`src/rtl/spi_master_ctrl.sv`:
```
`default_nettype none
// ============================================================================
// Module      : spi_master_ctrl
// Description : SPI master for the single-clock SPI slave + RAM wrapper.
//               Serialises one {cmd, tx_byte} command per frame, MSB first,
//               one bit per clk, and for read-data frames (cmd=11) captures
//               the 8 bits returned on MISO into rd_data.
//               Optional macro SPI_MASTER_CMD_BUF_EN adds a one-entry command
//               buffer and the buf_full output.
// Revision    : 1.0 - initial release
// ============================================================================
module spi_master_ctrl #(
  parameter int RD_WAIT  = 1,   // turnaround cycles before first MISO sample, 1..7
  parameter int IDLE_GAP = 2    // SS_n high cycles between frames, 1..15
) (
  input  logic       clk,
  input  logic       rst_n,
  input  logic       start,
  input  logic [1:0] cmd,
  input  logic [7:0] tx_byte,
  output logic       busy,
  output logic       done,
  output logic [7:0] rd_data,
  output logic       rd_valid,
  output logic       SS_n,
  output logic       MOSI,
  input  logic       MISO
`ifdef SPI_MASTER_CMD_BUF_EN
  ,
  output logic       buf_full
`endif
);

  typedef enum logic [2:0] {
    S_IDLE  = 3'd0,
    S_START = 3'd1,
    S_CMD   = 3'd2,
    S_SHIFT = 3'd3,
    S_WAIT  = 3'd4,
    S_RECV  = 3'd5,
    S_GAP   = 3'd6
  } state_t;

  localparam logic [3:0] C_SHIFT_LEN = 4'd10;
  localparam logic [3:0] C_RECV_LEN  = 4'd8;
  localparam logic [3:0] C_WAIT_LEN  = 4'(RD_WAIT);
  localparam logic [3:0] C_GAP_LEN   = 4'(IDLE_GAP);

  state_t     state_q, state_d;
  logic [3:0] cnt_q, cnt_d;
  logic [9:0] frame_q, frame_d;
  logic [7:0] shadow_q, shadow_d;
  logic [7:0] rd_data_q, rd_data_d;
  logic       rd_valid_q, rd_valid_d;
  logic       done_q, done_d;
  logic       ss_n_q, ss_n_d;
  logic       mosi_q, mosi_d;
  logic       busy_q, busy_d;
  logic [3:0] w_bit_idx;
  logic [9:0] w_frame_in;

`ifdef SPI_MASTER_CMD_BUF_EN
  logic       buf_full_q, buf_full_d;
  logic [9:0] buf_frame_q, buf_frame_d;
`endif

  // Frame as seen on the wire; the read-data opcode carries a zero payload.
  assign w_frame_in = {cmd, (cmd == 2'b11) ? 8'h00 : tx_byte};

  // Next-state, counter and registered-output computation.
  always_comb begin
    state_d    = state_q;
    cnt_d      = cnt_q;
    frame_d    = frame_q;
    shadow_d   = shadow_q;
    rd_data_d  = rd_data_q;
    rd_valid_d = 1'b0;
    done_d     = 1'b0;
    ss_n_d     = ss_n_q;
    mosi_d     = 1'b0;
    busy_d     = busy_q;
    w_bit_idx  = 4'd9 - cnt_q;
`ifdef SPI_MASTER_CMD_BUF_EN
    buf_full_d  = buf_full_q;
    buf_frame_d = buf_frame_q;
`endif
    case (state_q)
      S_IDLE: begin
`ifdef SPI_MASTER_CMD_BUF_EN
        if (buf_full_q) begin
          frame_d    = buf_frame_q;
          buf_full_d = 1'b0;
          state_d    = S_START;
          ss_n_d     = 1'b0;
          busy_d     = 1'b1;
          cnt_d      = 4'd0;
        end else
`endif
        if (start) begin
          frame_d = w_frame_in;
          state_d = S_START;
          ss_n_d  = 1'b0;
          busy_d  = 1'b1;
          cnt_d   = 4'd0;
        end
      end
      S_START: begin
        // CMD cycle repeats the opcode MSB so the slave can pick its path.
        state_d = S_CMD;
        mosi_d  = frame_q[9];
      end
      S_CMD: begin
        state_d = S_SHIFT;
        mosi_d  = frame_q[9];
        cnt_d   = 4'd1;
      end
      S_SHIFT: begin
        // cnt_q = number of frame bits already presented on MOSI.
        if (cnt_q == C_SHIFT_LEN) begin
          cnt_d = 4'd1;
          if (frame_q[9:8] == 2'b11) begin
            state_d = S_WAIT;
          end else begin
            state_d = S_GAP;
            ss_n_d  = 1'b1;
            done_d  = 1'b1;
          end
        end else begin
          mosi_d = frame_q[w_bit_idx];
          cnt_d  = cnt_q + 4'd1;
        end
      end
      S_WAIT: begin
        if (cnt_q == C_WAIT_LEN) begin
          state_d = S_RECV;
          cnt_d   = 4'd1;
        end else begin
          cnt_d = cnt_q + 4'd1;
        end
      end
      S_RECV: begin
        // MISO is sampled at the end of each RECV cycle, first bit lands in bit 7.
        shadow_d = {shadow_q[6:0], MISO};
        if (cnt_q == C_RECV_LEN) begin
          state_d    = S_GAP;
          ss_n_d     = 1'b1;
          done_d     = 1'b1;
          rd_valid_d = 1'b1;
          rd_data_d  = {shadow_q[6:0], MISO};
          cnt_d      = 4'd1;
        end else begin
          cnt_d = cnt_q + 4'd1;
        end
      end
      S_GAP: begin
        if (cnt_q == C_GAP_LEN) begin
`ifdef SPI_MASTER_CMD_BUF_EN
          if (buf_full_q) begin
            frame_d    = buf_frame_q;
            buf_full_d = 1'b0;
            state_d    = S_START;
            ss_n_d     = 1'b0;
            cnt_d      = 4'd0;
          end else begin
            state_d = S_IDLE;
            busy_d  = 1'b0;
            cnt_d   = 4'd0;
          end
`else
          state_d = S_IDLE;
          busy_d  = 1'b0;
          cnt_d   = 4'd0;
`endif
        end else begin
          cnt_d = cnt_q + 4'd1;
        end
      end
      default: begin
        state_d = S_IDLE;
        ss_n_d  = 1'b1;
        busy_d  = 1'b0;
        cnt_d   = 4'd0;
      end
    endcase
`ifdef SPI_MASTER_CMD_BUF_EN
    // A start while busy parks in the buffer; launch and capture never overlap
    // because launch needs a full buffer and capture needs an empty one.
    if (start && busy_q && !buf_full_q) begin
      buf_full_d  = 1'b1;
      buf_frame_d = w_frame_in;
    end
`endif
  end

  // State and output registers with asynchronous active-low reset.
  always_ff @(posedge clk or negedge rst_n) begin
    if (!rst_n) begin
      state_q    <= S_IDLE;
      cnt_q      <= 4'd0;
      frame_q    <= 10'd0;
      shadow_q   <= 8'h00;
      rd_data_q  <= 8'h00;
      rd_valid_q <= 1'b0;
      done_q     <= 1'b0;
      ss_n_q     <= 1'b1;
      mosi_q     <= 1'b0;
      busy_q     <= 1'b0;
`ifdef SPI_MASTER_CMD_BUF_EN
      buf_full_q  <= 1'b0;
      buf_frame_q <= 10'd0;
`endif
    end else begin
      state_q    <= state_d;
      cnt_q      <= cnt_d;
      frame_q    <= frame_d;
      shadow_q   <= shadow_d;
      rd_data_q  <= rd_data_d;
      rd_valid_q <= rd_valid_d;
      done_q     <= done_d;
      ss_n_q     <= ss_n_d;
      mosi_q     <= mosi_d;
      busy_q     <= busy_d;
`ifdef SPI_MASTER_CMD_BUF_EN
      buf_full_q  <= buf_full_d;
      buf_frame_q <= buf_frame_d;
`endif
    end
  end

  assign busy     = busy_q;
  assign done     = done_q;
  assign rd_data  = rd_data_q;
  assign rd_valid = rd_valid_q;
  assign SS_n     = ss_n_q;
  assign MOSI     = mosi_q;
`ifdef SPI_MASTER_CMD_BUF_EN
  assign buf_full = buf_full_q;
`endif

endmodule
`default_nettype wire
```
`config.mk`:
```
export PLATFORM = sky130hd
export DESIGN_NAME = spi_master_ctrl
export DESIGN_NICKNAME = d
export VERILOG_FILES = /design/src/rtl/spi_master_ctrl.sv
export SDC_FILE = /design/constraint.sdc
export NUM_CORES = 1
export LEC_CHECK = 0
export BUFFER_PORTS_ARGS = -buffer_cell sky130_fd_sc_hd__clkbuf_2
export CORE_MARGIN = 2
export CORE_UTILIZATION = 55
export CTS_CLUSTER_DIAMETER = 120
export DETAILED_ROUTE_END_ITERATION = 16
export HOLD_SLACK_MARGIN = 0.1
export PLACE_DENSITY = 0.77
export RECOVER_POWER = 100
export SETUP_SLACK_MARGIN = 0.05
export SYNTH_ARGS = -nofsm -noshare
export SYNTH_HDL_FRONTEND = slang
export SYNTH_SLANG_ARGS = --single-unit
```
`constraint.sdc`:
```
create_clock -name clk -period 2.3 [get_ports clk]
set_input_delay 0.46 -clock clk [delete_from_list [all_inputs] [get_ports clk]]
set_output_delay 0.46 -clock clk [all_outputs]
set_load 0.1 [all_outputs]
```
After elaboration in Yosys (flattened, before gate mapping)
Index checks and enable logic that the tools add are counted.
{"block": "word_totals", "register_bits": 37, "in_bits": 14, "wordCells": 75}
{"block": "classes", "addsub": 2, "n_lt_le_gt_ge": 1, "n_eq_ne": 18, "n_mux": 31, "bitwise_logic": 3, "reduce_logical": 10}
{"operator": "$pmux 4 s7", "count": 1}
{"operator": "$pmux 3 s7", "count": 1}
{"operator": "$mux 4", "count": 5}
{"operator": "$mux 3", "count": 5}
{"operator": "$mux 1", "count": 12}
{"operator": "$ne 2x2->1 const B", "count": 6}
{"operator": "$reduce_and 5->1", "count": 2}
{"operator": "$eq 3x3->1 const B", "count": 3}
{"operator": "$eq 4x4->1 const B", "count": 2}
{"operator": "$mux 8", "count": 1}
{"operator": "$eq 3x2->1 const B", "count": 2}
{"operator": "$reduce_and 2->1", "count": 3}
{"operator": "$lt 4x5->1 const B", "count": 1}
{"operator": "$reduce_or 5->1", "count": 1}
{"operator": "$add 4x1->4 const B", "count": 1}
{"operator": "$bmux 1 s4", "count": 1}
{"operator": "$eq 2x2->1 const B", "count": 2}
{"operator": "$eq 4x1->1 const B", "count": 1}
{"operator": "$eq 4x2->1 const B", "count": 1}
{"operator": "$pmux 1 s2", "count": 2}
{"operator": "$pmux 1 s4", "count": 1}
{"operator": "$reduce_or 4->1", "count": 1}
{"operator": "$sub 4x4->4 const A", "count": 1}
{"operator": "$eq 3x1->1 const B", "count": 1}
{"operator": "6 further kinds", "count": 8}

Longest topological paths before layout
{"block": "depth", "depth_word": 5, "ltp_mapped": 7, "ltp_nobuf": 6}

Worst setup path after synthesis
Ideal clock, no wire load.
{"block": "synth_timing", "path_kind": "register to register", "startpoint": "register cnt_q[0]", "endpoint": "register cnt_q[0]", "setup_time_ns": 0.138, "t_arrival_ns": 1.796, "slack_ns": 0.366, "path_stages_with_launch": 8, "cell_sequence": "dfrtp_1 -> buf_6 -> inv_1 -> ha_1 -> nor3b_2 -> o32ai_2 -> o311ai_1 -> or4b_1"}
{"block": "synth_via", "elab_chain_len": 3}
{"element": "from (decl)", "line_no": "50", "text": "logic [3:0] cnt_q, cnt_d;"}
{"element": "from (signal assigned)", "line_no": "214", "text": "cnt_q <= cnt_d;"}
{"element": "$add 4x1->4, or another cell as far along"}
{"element": "$mux 4, on equally long branches"}
{"element": "$pmux 4 s7 *", "line_no": "87", "text": "case (state_q)"}
Mark *: on every way between the ends. The rest lies on a longest branch, timed or not.
A chain may end at the register's enable or synchronous reset.

Final worst setup path
Ends and elaborated chain as after synthesis.

==> reports/qor.yml <==
setup_path:
  start_kind: "flip-flop"
  worstPathMaxFanout: 8
  critical_path_class: "reg -> reg"
  worst_ep_arrival_time_ps: 2410
  slowest_delay_ps: 480
  crit_family: "simple AND/OR/NAND/NOR gates"
  crit_chain: "inv_1 > ha_1 > and3b_1 > o32ai_4 > o311ai_1 > or4b_1"
  path_buf_inv: 1
  critical-path-slowest-cell: "or4b_1"
  end_kind: "flip-flop"
  critPathRequiredTime_ps: 2530
timing:
  whs_ps: 321
  max-slew-margin-rel_pct: 22.0
  fin_setup_tns_ps: 0
  max_freq_mhz: 458
  setup_viol: 0
  worst_pin_slew_ps: 1180
  finalHoldViolations: 0
  period_needed_ps: 2180
  timing_max_transition_violations_final: 0
  skew_ps: 18.2
  rsz0062_at_grt: "false"
  min_period_over_period_pct: 94.8
drt:
  wl_met3_microns: 200
  postRouteAntennaNets: 0
  drc: 0
  drt_iter0_markers: 97
  dr.pass1.iters: 4
  routed_wl_microns: 3760
  avgViaCountPerCell: 5.57
  highest_layer: "met4"
  dr_wl_met2_microns: 1810
  wl_per_cell_microns: 15.1
  routed-via-count: 1388
  met1Wirelength_microns: 1690
grt:
  grt_pass1_wl_microns: 6640
  grt_pass1_vias: 1467
  track_usage_pct: 21.4
  antenna_found_initial: 0
  grt_overflow: 0
  grt_start_max_net_pins: 22
synth:
  syn_avg_cell_area_sq_um: 11.1
  synth_cell_types: 40
  ys_seq_area_share_pct: 48.9
  syn_area_sq_um: 1890
  ys_ff_latch: 37
  synthArstFlopShare_pct: 100
  postSynthCellCount: 170
  synth-main-ff-cell: "dfrtp_1"
  synth_nets: 190
  synth_edf_count: 0
  yosys_warnings: 0
clocking:
  clkTransAtPathRegs_ps: 130
  clk_latency_ps: 350
  numCtsBuffers: 5
  cts.sinks: 37
  cts-root-buf: "clkbuf_4"
  cts_tree: "yes"
  htree_levels: 2
  clockBufferDepth: 2
power:
  p_per_area_nw_per_um2: 1100
  irDropWorstVdd_mv: 0.584
  power.leakage_nw: 1.02
placement:
  place.gp.congestion: 0.943
  hpwl_microns: 2780
  placed_cells: 240
  portBuffers: 26
job:
  max-cap-violations: 0
min_path:
  worstHoldPathType: "in -> reg"
floorplanning:
  coreArea_sq_um: 3310
  io_pins: 27
  initial_core_util_pct: 57.2
  die_h_microns: 62.7
  fp-row-count: 21
  dieArea_sq_um: 3930
  fp.dieW_microns: 62.7
finish:
  final_cell_mix: "dfrtp_1 (35), nand2_1 (29), mux2_2 (18)"
  insertedDiodeCount: 0
  final_common_cell: "dfrtp_1"
  fin_cells: 249
  drive_gt1_share_pct: 26.6
  area_delta_synth_final_pct: 11.8
  nFillCells: 285
  final_nets: 222
run_status:
  status: "complete, no violations"
==> worst reg2reg max path, delay by kind of cell, from the launching register on <==
family	cells	cell delay, ps
flip-flops	1	450
AND/OR/NAND/NOR	2	800
AO/OA/AOI/OAI	2	470
buffers and inverters	1	150
adder cells (fa/ha/maj)	1	200
==> registers in the layout, summed over array words and instances, names as in the netlist <==
register and cells:
frame_q 10, rd_data 8, shadow_q 7, cnt_q 4, state_q 3, MOSI 1, SS_n 1, busy 1
done 1, rd_valid 1
==> routing by layer <==
metal / vias up / track usage (%)
met2: 56 / 33.7
met4: 0 / 7.50
met3: 12 / 5.59
met5: - / 0
met1: 653 / 29.0
li1: 667 / -
==> kinds of logic after synthesis <==
logic type / Yosys count / share of synthesized area (%)
simple gates: 57 / 15.8
flops: 37 / 48.9
compound gates: 32 / 12.2
mux: 21 / 12.9
buf+inv: 15 / 5.22
fa+ha+maj: 6 / 3.96
xor+xnor: 2 / 0.925
==> cells in the mapped netlist, types with 2 or more instances <==
| master | number | area (sq um) |
|---|---|---|
| or3_1 | 2 | 12.5 |
| nand2_1 | 29 | 109 |
| buf_6 | 5 | 56.3 |
| o22ai_1 | 2 | 12.5 |
| nand3_1 | 2 | 10.0 |
| and3b_2 | 2 | 20.0 |
| inv_1 | 6 | 22.5 |
| o31ai_1 | 3 | 22.5 |
| dfrtp_1 | 36 | 901 |
| nor3_1 | 4 | 20.0 |
| clkbuf_1 | 2 | 7.51 |
| xor2_1 | 2 | 17.5 |
| nand2b_1 | 3 | 18.8 |
| a21oi_1 | 3 | 15.0 |
| mux2_2 | 18 | 203 |
| nor2_1 | 4 | 15.0 |
| mux2i_1 | 2 | 20.0 |
| o21ai_0 | 12 | 60.1 |
| nand3b_1 | 3 | 22.5 |
| ha_1 | 6 | 75.1 |
| nor3b_2 | 2 | 25.0 |
| o311ai_1 | 2 | 17.5 |
| a31oi_1 | 3 | 18.8 |
==> metrics by stage <==
stage          cell area [sq um]  util (%)  setup slack, ps  total power, mW
2_1_floorplan               1890         -              366             1.73
3_3_place_gp                2060      62.2              335             1.89
3_5_place_dp                2060      62.2              211             1.95
4_1_cts                     2130      64.2              203             2.30
5_1_grt                     2120      63.9             38.5             2.50
6_report                    2120      63.9              119             2.32
==> where the power goes <==
part / switching, mW / leakage [nW] / internal, mW
combinational: 0.595 / 0.510 / 0.380
clock: 0.235 / 0.0316 / 0.121
sequential: 0.189 / 0.479 / 0.803
==> final cells by class <==
class | instances | area (sq um) | area share [%]
multi-input combinational | 118 | 885 | 41.8
timing repair buffer | 34 | 165 | 7.80
sequential | 37 | 928 | 43.9
clock buffer | 5 | 37.5 | 1.77
inverter | 6 | 22.5 | 1.06
tap | 46 | 57.6 | 2.72
clock inverter | 3 | 21.3 | 1.00
==> path summary, 6_finish.rpt <==
check	endpoint	depth (start not counted)	start	slack, ps
min in group asynchronous	cnt_q[2]$_DFFE_PN0P_	2	rst_n	830
setup reg to reg	cnt_q[0]$_DFFE_PN0P_	6	cnt_q[0]$_DFFE_PN0P_	120
max in group asynchronous	frame_q[8]$_DFFE_PN0P_	3	rst_n	510
hold / removal	frame_q[7]$_DFFE_PN0P_	3	tx_byte[7]	320
hold reg to reg	frame_q[7]$_DFFE_PN0P_	2	frame_q[7]$_DFFE_PN0P_	500
setup / recovery	cnt_q[0]$_DFFE_PN0P_	6	cnt_q[0]$_DFFE_PN0P_	120
==> what timing repair did <==
item / CTS / global route
setup endpoints to repair: 0 / 1
gates resized for setup: 0 / 3
setup buffers: 0 / 0
hold buffers: 1 / 0
endpoints found under the hold margin: 18 / 0
No activity file was read; power rests on OpenSTA's default activity.
